--- src/rtl/phase_timer_pkg.sv ---
// Shared phase indices and duration defaults for the phase timer.
// Pure constants and one helper function; no logic, no latency.
package phase_timer_pkg;

    localparam int CNT_W_DEF = 8;

    localparam int GREEN  = 0;
    localparam int YELLOW = 1;
    localparam int RED    = 2;

    // Reset value of each phase's duration, in time-base ticks.
    function automatic int default_dur(input int idx);
        case (idx)
            GREEN:   default_dur = 15;
            YELLOW:  default_dur = 5;
            RED:     default_dur = 2;
            default: default_dur = 1;
        endcase
    endfunction

endpackage

--- src/rtl/phase_dur_table.sv ---
// Per-phase duration register file; writes land one cycle after cfg strobe.
// Always accepts writes (no backpressure); out-of-range indices are dropped.
module phase_dur_table
    import phase_timer_pkg::*;
#(
    parameter int NUM_PHASES = 3,
    parameter int CNT_W      = CNT_W_DEF,
    parameter int IDX_W      = $clog2(NUM_PHASES)
) (
    input  logic             clk,
    input  logic             rst_n,
    input  logic             we_i,
    input  logic [IDX_W-1:0] idx_i,
    input  logic [CNT_W-1:0] data_i,
    output logic [CNT_W-1:0] dur_o [NUM_PHASES]
);

    logic [CNT_W-1:0] dur_q [NUM_PHASES];

    always_ff @(posedge clk) begin
        if (!rst_n) begin
            for (int i = 0; i < NUM_PHASES; i++) begin
                dur_q[i] <= CNT_W'(default_dur(i));
            end
        end else if (we_i && (int'(idx_i) < NUM_PHASES)) begin
            dur_q[idx_i] <= data_i;
        end
    end

    assign dur_o = dur_q;

endmodule

--- src/rtl/phase_timer.sv ---
// Per-phase countdown timer; phase_end is registered (1 cycle after the last tick).
// No backpressure: pause freezes the count, an invalid select parks it at zero.
module phase_timer
    import phase_timer_pkg::*;
#(
    parameter int NUM_PHASES = 3,
    parameter int CNT_W      = CNT_W_DEF
) (
    input  logic                          clk,
    input  logic                          rst_n,
    input  logic                          tick_en,
    input  logic [NUM_PHASES-1:0]         phase_sel,
    input  logic                          pause,
    input  logic                          cfg_we,
    input  logic [$clog2(NUM_PHASES)-1:0] cfg_idx,
    input  logic [CNT_W-1:0]              cfg_data,
    output logic [NUM_PHASES-1:0]         phase_end,
    output logic [CNT_W-1:0]              remaining,
    output logic                          sel_err
);

    localparam int IDX_W = $clog2(NUM_PHASES);

    logic [CNT_W-1:0]      dur [NUM_PHASES];
    logic [NUM_PHASES-1:0] sel_q, sel_d;
    logic [NUM_PHASES-1:0] pend_q, pend_d;
    logic [CNT_W-1:0]      cnt_q, cnt_d;
    logic [CNT_W-1:0]      act_q, act_d;
    logic                  sel_valid;
    logic                  start;
    logic                  qual_tick;
    logic [IDX_W-1:0]      new_idx;
    logic [CNT_W-1:0]      new_dur;

    phase_dur_table #(
        .NUM_PHASES (NUM_PHASES),
        .CNT_W      (CNT_W),
        .IDX_W      (IDX_W)
    ) u_dur_table (
        .clk    (clk),
        .rst_n  (rst_n),
        .we_i   (cfg_we),
        .idx_i  (cfg_idx),
        .data_i (cfg_data),
        .dur_o  (dur)
    );

    assign sel_valid = $onehot(phase_sel);
    assign start     = sel_valid && (phase_sel != sel_q);
    assign qual_tick = tick_en && !pause && sel_valid && !start;

    always_comb begin
        new_idx = '0;
        for (int i = 0; i < NUM_PHASES; i++) begin
            if (phase_sel[i]) begin
                new_idx = IDX_W'(i);
            end
        end
    end

    // A write to the starting phase's slot in the same cycle wins over the table.
    assign new_dur = (cfg_we && (cfg_idx == new_idx)) ? cfg_data : dur[new_idx];

    always_comb begin
        cnt_d  = cnt_q;
        act_d  = act_q;
        pend_d = '0;
        sel_d  = phase_sel;
        if (!sel_valid) begin
            cnt_d = '0;
        end else if (start) begin
            cnt_d = '0;
            act_d = (new_dur == '0) ? CNT_W'(1) : new_dur;
        end else if (qual_tick) begin
            if (cnt_q >= act_q - CNT_W'(1)) begin
                cnt_d  = '0;
                pend_d = phase_sel;
            end else begin
                cnt_d = cnt_q + CNT_W'(1);
            end
        end
    end

    always_ff @(posedge clk) begin
        if (!rst_n) begin
            sel_q  <= '0;
            pend_q <= '0;
            cnt_q  <= '0;
            act_q  <= '0;
        end else begin
            sel_q  <= sel_d;
            pend_q <= pend_d;
            cnt_q  <= cnt_d;
            act_q  <= act_d;
        end
    end

    assign phase_end = pend_q;
    assign remaining = sel_valid ? (act_q - cnt_q) : '0;
    assign sel_err   = !sel_valid;

endmodule

--- config.mk ---
export PLATFORM = sky130hd
export DESIGN_NAME = phase_timer
export DESIGN_NICKNAME = d
export VERILOG_FILES = /design/src/rtl/phase_timer_pkg.sv /design/src/rtl/phase_dur_table.sv /design/src/rtl/phase_timer.sv
export SDC_FILE = /design/constraint.sdc
export NUM_CORES = 1
export LEC_CHECK = 0
export CORE_UTILIZATION = 55
export CTS_BUF_LIST = sky130_fd_sc_hd__clkbuf_8 sky130_fd_sc_hd__clkbuf_16
export DETAILED_ROUTE_END_ITERATION = 8
export DONT_BUFFER_PORTS = 1
export HOLD_SLACK_MARGIN = 0.1
export PLACE_DENSITY = 0.73
export SYNTH_ARGS = -nofsm -noshare
export SYNTH_HDL_FRONTEND = slang
export SYNTH_HIERARCHICAL = 1
export SYNTH_SLANG_ARGS = --single-unit
--- constraint.sdc ---
create_clock -name clk -period 3.1 [get_ports clk]
set_input_delay 0.62 -clock clk [delete_from_list [all_inputs] [get_ports clk]]
set_output_delay 0.62 -clock clk [all_outputs]
set_load 0.05 [all_outputs]
==> qor.csv, run 1 <==
stage,metric,value,unit
floorplan,die width,75.1,um
pwr,Sw Pwr,0.437,mW
pwr,Pwr Total,1.38,mW
worst_setup_path,crit-path cells,inv_1 -> ha_1 -> inv_1 -> fa_1 -> a21o_1 -> a21o_1 -> a21oi_1 -> nand4b_1 -> nand3_4,
routing,drt first pass iters,5,
worst_setup_path,CP Class,reg2out,
worst_setup_path,type of origin of the critical path,flop,
logic_synthesis,Synth Instances,335,
pwr,Pwr Density,439,nW/um^2
pwr,clock network power share,27.1,%
logic_synthesis,Mapped Avg Cell Area,8.76,um^2
pwr,VDD IR-drop max,0.296,mV
clock_tree,Clock Latency Late Sink,300,ps
logic_synthesis,Synth Flop Type,dfxtp_1,
global_routing,grt total ovfl,0,
global_routing,initial antenna violation count,0,
logic_synthesis,Post-synth EDFFs,0,
final_layout,most frequent cells in the layout,"nand2_1, dfxtp_1, mux2i_1, inv_1, ha_1",
clock_tree,Resized Gates After CTS,0,
clock_tree,CTS buffer count,5,
routing,vias per cell,5.73,
worst_setup_path,WP data arrival,2330,ps
routing,ANT nets after route,0,
final_layout,fin area,3140,um^2
floorplan,core area,5110,um^2
min_path,Worst Hold Class,in2reg,
pwr,Reg power frac,46.6,%
worst_setup_path,CP max-delay cell,fa_1,
run,maxcap violations,0,
clock_tree,CTS tree,built,
logic_synthesis,"Distinct cells, synth",56,
place,PortBufs,0,
sta,Slew @ Worst Pin,573,ps
logic_synthesis,sequential area share after synthesis,31.4,%
pwr,sw frac,31.6,%
routing,via count,2326,
final_layout,Ant. Diodes,0,
place,final HPWL from detailed placement,4.72,mm
sta,Slew HR,61.8,%
worst_setup_path,Worst path max stage delay,390,ps
sta,fmax,339,MHz
global_routing,maximum number of pins on one net before global-route repair,49,
sta,Final Setup Violations,0,
logic_synthesis,synthesized area,2940,um^2
global_routing,Total GRT Usage,24.0,%
place,placed cell area,3050,um^2
worst_setup_path,Worst Path Required,2480,ps
sta,RSZ-0062 raised after global routing,no,
worst_setup_path,CP Buf/Inv Count,2,
final_layout,final core occ,61.5,%
sta,fin crit period,2950,ps
clock_tree,Clock Root Buffer,clkbuf_8,
clock_tree,clk sinks,46,
routing,1st-iter DRT viols,109,
final_layout,"commonest non-fill, non-tap cell in the layout",nand2_1,
floorplan,Die ar.,5630,um^2
sta,fin. max-slew vios,0,
worst_setup_path,family with the most delay on the worst path,adder cells,
logic_synthesis,share of async-settable or async-resettable flops after synthesis,0,%
final_layout,Final nets,372,
final_layout,area grow syn2layout,7.08,%
routing,Post-Route WL,6.20,mm
clock_tree,htree depth,2,
clock_tree,"Reg clk slew, reported paths",80,ps
sta,final hold vios,0,
floorplan,Rows,26,
final_layout,FF+latch area,922,um^2
pwr,combinational fraction of design power,26.3,%
clock_tree,post-CTS setup buffers,0,
pwr,Power Internal,0.944,mW
sta,Layout Skew,8.78,ps
place,Placement Setup Slack,259,ps
worst_setup_path,Setup crit end kind,output pin,
floorplan,Initial Util,57.5,%
routing,residual DRC count,0,
global_routing,vias in the first global route,2176,
place,Placer Congestion,0.802,
final_layout,layout cells sized above 1,11.0,%
final_layout,Fill cells,446,
clock_tree,hold_buf cts,0,
floorplan,Die Ht,75.1,um
logic_synthesis,syn nets,372,
worst_setup_path,crit-path max FO,5,
routing,wire per inst,15.3,um
logic_synthesis,Syn. warnings,6,
sta,Tcrit/Tclk final,95.2,%
global_routing,first-pass GRT wire length,10.1,mm
floorplan,IO Count,30,
sta,fin worst setup slack,150,ps
final_layout,multi-input logic area,1920,um^2
run_status,status,completed,
logic_synthesis,Yosys reg bits,46,
pwr,Leakage,1.35,nW
worst_setup_path,flop-to-flop setup slack,660,ps
sta,setup total negative slack,0,ps
clock_tree,Max Root-Sink Buffers,2,
-- power groups by stage --
stage,clock [mW],sequential [mW],combinational [mW]
global route,0.412,0.646,0.403
detailed placement,0,0.657,0.365
finish,0.375,0.643,0.363
CTS,0.385,0.643,0.366
global placement,0,0.655,0.356
floorplan,0,0.648,0.327
-- cell families after synthesis --
logic type | after synthesis | share of synthesized area, %
AND/OR/NAND/NOR | 132 | 25.1
AO/OA/AOI/OAI | 54 | 12.8
flip-flops | 46 | 31.4
multiplexers | 39 | 13.3
buffers and inverters | 32 | 4.94
adder cells (fa/ha/maj) | 19 | 8.61
XOR/XNOR | 13 | 3.88
-- through the flow --
step | hold WS (ps) | std cells
4_1_cts | 404 | 406
3_5_place_dp | 449 | 398
5_1_grt | 416 | 406
6_report | 437 | 406
3_3_place_gp | 442 | 398
2_1_floorplan | 434 | 335
-- per-layer routing --
layer  global-route usage, %  part of all wire, %  vias to the layer above
met5                       0                    0                        -
met2                    41.1                   49                       45
li1                        -                    -                     1184
met4                    10.3                  2.0                        0
met1                    28.7                   45                     1087
met3                    5.76                  3.9                       10
-- final timing paths --
| kind | from | endpoint | cells past startpoint |
|---|---|---|---|
| max | act_q[0]$_SDFFE_PN0P_ | remaining[6] | 9 |
| min | rst_n | u_dur_table/dur_o[19]$_SDFFE_PN1P_ | 1 |
| max reg2reg | act_q[1]$_SDFFE_PN0P_ | cnt_q[7]$_SDFFE_PP0P_ | 9 |
| min reg2reg | u_dur_table/dur_o[4]$_SDFFE_PN0P_ | u_dur_table/dur_o[4]$_SDFFE_PN0P_ | 2 |
-- area by class of cell --
cell class,instances,area share [%]
Multi-Input combinational cell,257,61.0
Clock inverter,2,0.279
Timing Repair Buffer,8,1.91
Sequential cell,46,29.3
Tap cell,70,2.79
Inverter,17,2.03
Clock buffer,6,2.63
-- Yosys cell counts (3+ instances only) --
| cell | instances | area, um^2 |
|---|---|---|
| nand2_1 | 52 | 195 |
| dfxtp_1 | 46 | 921 |
| mux2i_1 | 39 | 390 |
| ha_1 | 17 | 213 |
| inv_1 | 16 | 60.1 |
| o21ai_1 | 13 | 65.1 |
| nand3_1 | 11 | 55.1 |
| nor2b_1 | 11 | 68.8 |
| a21oi_1 | 10 | 50.1 |
| nor2_1 | 10 | 37.5 |
| xnor2_1 | 10 | 87.6 |
| buf_2 | 8 | 40.0 |
| o211a_1 | 7 | 70.1 |
| nor3_1 | 6 | 30.0 |
| and2_1 | 5 | 31.3 |
| a31oi_1 | 4 | 25.0 |
| clkbuf_1 | 4 | 15.0 |
| nand3b_1 | 4 | 30.0 |
| nor4_1 | 4 | 25.0 |
| nor3b_1 | 3 | 22.5 |
| nor4_2 | 3 | 37.5 |
| o211ai_1 | 3 | 22.5 |
| o21ai_0 | 3 | 15.0 |
| xor2_1 | 3 | 26.3 |
-- registers in the layout, indices dropped and copies added (netlist names) --
register,flops
phase_end,3
u_dur_table/dur_o,24
sel_q,3
act_q,8
cnt_q,8
Power figures use the tool's default switching activity.
==> run 2, diff against run 1 <==
--- a/config.mk
+++ b/config.mk
@@ -5,12 +5,14 @@
 export SDC_FILE = /design/constraint.sdc
 export NUM_CORES = 1
 export LEC_CHECK = 0
+export CORE_ASPECT_RATIO = 0.7
 export CORE_UTILIZATION = 55
 export CTS_BUF_LIST = sky130_fd_sc_hd__clkbuf_8 sky130_fd_sc_hd__clkbuf_16
 export DETAILED_ROUTE_END_ITERATION = 8
 export DONT_BUFFER_PORTS = 1
 export HOLD_SLACK_MARGIN = 0.1
 export PLACE_DENSITY = 0.73
+export SLEW_MARGIN = 10
 export SYNTH_ARGS = -nofsm -noshare
 export SYNTH_HDL_FRONTEND = slang
 export SYNTH_HIERARCHICAL = 1
==> qor.csv, run 2 (same netlist as run 1, synthesis figures left out) <==
stage,metric,value,unit
routing,via count,2384,
place,PortBufs,0,
final_layout,final core occ,63.5,%
clock_tree,hold_buf cts,0,
pwr,Pwr Total,1.37,mW
routing,drt first pass iters,4,
clock_tree,Max Root-Sink Buffers,2,
sta,RSZ-0062 raised after global routing,no,
run,maxcap violations,0,
sta,setup total negative slack,0,ps
worst_setup_path,Setup crit end kind,output pin,
worst_setup_path,Worst path max stage delay,550,ps
global_routing,first-pass GRT wire length,11.2,mm
worst_setup_path,CP Buf/Inv Count,1,
sta,Slew HR,63.7,%
global_routing,maximum number of pins on one net before global-route repair,49,
final_layout,max reg flops,24,
routing,1st-iter DRT viols,146,
run_status,status,completed,
sta,Tcrit/Tclk final,95.5,%
worst_setup_path,family with the most delay on the worst path,compound AO/OA/AOI/OAI gates,
floorplan,die width,89.3,um
clock_tree,"Reg clk slew, reported paths",90,ps
global_routing,vias in the first global route,2276,
final_layout,Ant. Diodes,0,
worst_setup_path,CP max-delay cell,or4_1,
sta,fin worst setup slack,141,ps
final_layout,most frequent cells in the layout,"nand2_1, dfxtp_1, mux2i_1, inv_1, ha_1",
worst_setup_path,Worst Path Required,2480,ps
final_layout,final non-filler cell total,403,
final_layout,area grow syn2layout,6.82,%
floorplan,Die Ht,63.1,um
clock_tree,Clock Root Buffer,clkbuf_8,
min_path,Hold Crit Depth,1,
routing,ANT nets after route,0,
floorplan,IO Count,30,
worst_setup_path,crit-path max FO,6,
worst_setup_path,CP Class,reg2out,
clock_tree,htree depth,2,
worst_setup_path,WP data arrival,2340,ps
worst_setup_path,reg2reg end,cnt_q[7]$_SDFFE_PP0P_,
sta,Final Setup Violations,0,
floorplan,core area,4940,um^2
min_path,Worst Hold Launch,rst_n,
routing,wire per inst,16.6,um
worst_setup_path,RR Startpoint,act_q[2]$_SDFFE_PN0P_,
clock_tree,Clock Latency Late Sink,300,ps
sta,fin. max-slew vios,0,
clock_tree,CTS buffer count,5,
pwr,Leakage,1.33,nW
clock_tree,clk sinks,46,
final_layout,Final nets,371,
final_layout,"commonest non-fill, non-tap cell in the layout",nand2_1,
clock_tree,CTS tree,built,
final_layout,layout cells sized above 1,10.8,%
pwr,Pwr Density,438,nW/um^2
routing,residual DRC count,0,
place,Placer Congestion,0.866,
sta,Layout Skew,11.8,ps
sta,fmax,338,MHz
worst_setup_path,type of origin of the critical path,flop,
place,dpl cells,396,
global_routing,Total GRT Usage,25.9,%
min_path,Worst Hold Path EP,u_dur_table/dur_o[19]$_SDFFE_PN1P_,
floorplan,Initial Util,59.4,%
sta,fin crit period,2960,ps
routing,Post-Route WL,6.71,mm
floorplan,Rows,21,
min_path,Worst Hold Class,in2reg,
pwr,VDD IR-drop max,0.273,mV
routing,vias per cell,5.92,
global_routing,initial antenna violation count,0,
worst_setup_path,crit-path cells,inv_1 -> ha_1 -> or4_1 -> o21a_1 -> o21ai_4,
place,Placement Setup Slack,217,ps
sta,Slew @ Worst Pin,543,ps
place,final HPWL from detailed placement,5.04,mm
worst_setup_path,flop-to-flop setup slack,510,ps
worst_setup_path,worst reg2reg path depth,9,
global_routing,grt total ovfl,0,
floorplan,Die ar.,5640,um^2
sta,final hold vios,0,
run 2: worst register-to-register path, cell delays in order (launching register included):
cell,delay [ps]
dfxtp_1,380
nor4_1,380
nand2_1,140
xor2_1,180
ha_1,310
a21oi_1,170
o21ai_1,200
a211oi_2,470
nand3b_1,130
a31oi_1,190
run 2: area by class of cell:
class | instances | area (um^2)
clock buffers | 5 | 68.8
multi-input cells | 257 | 1930
inverters | 17 | 63.8
fillers | 453 | 1800
flip-flops and latches | 46 | 921
repair buffers | 7 | 52.6
clock inverters | 2 | 11.3
well taps | 69 | 86.3
run 2: report_power, final:
group / total (mW) / internal [mW] / switching, mW
clock network: 0.352 / 0.152 / 0.200
registers: 0.642 / 0.616 / 0.0265
logic: 0.379 / 0.152 / 0.226
run 2: what timing repair did:
| item | 4_1_cts | 5_1_grt |
|---|---|---|
| endpoints found under the setup margin | 0 | 2 |
| setup buffers | 0 | 0 |
| resized for setup | 0 | 3 |
run 2: routing by layer:
layer | routed length (um) | track usage, % | share of wire (%) | up-vias
li1 | - | - | - | 1181
met1 | 3490 | 40.1 | 52 | 1111
met2 | 2710 | 36.0 | 40 | 82
met3 | 436 | 4.59 | 6.5 | 10
met4 | 76 | 7.34 | 1.1 | 0
met5 | 0 | 0 | 0 | -
run 2: worst max-delay path by stage:
stage	startpoint	to	slack (ps)	cells past startpoint
6_report	cnt_q[4]$_SDFFE_PP0P_	remaining[7]	140	5
5_1_grt	act_q[0]$_SDFFE_PN0P_	remaining[6]	6	9
4_1_cts	cnt_q[4]$_SDFFE_PP0P_	remaining[7]	80	5
3_5_place_dp	phase_sel[0]	remaining[6]	220	6
3_3_place_gp	phase_sel[0]	remaining[6]	230	6
2_1_floorplan	phase_sel[2]	remaining[6]	6	8
run 2: metrics by stage:
step	hold slack, ps	instance area, um^2
3_3_place_gp	443	3040
4_1_cts	403	3120
5_1_grt	417	3140
6_report	411	3140
3_5_place_dp	453	3040
2_1_floorplan	434	3000
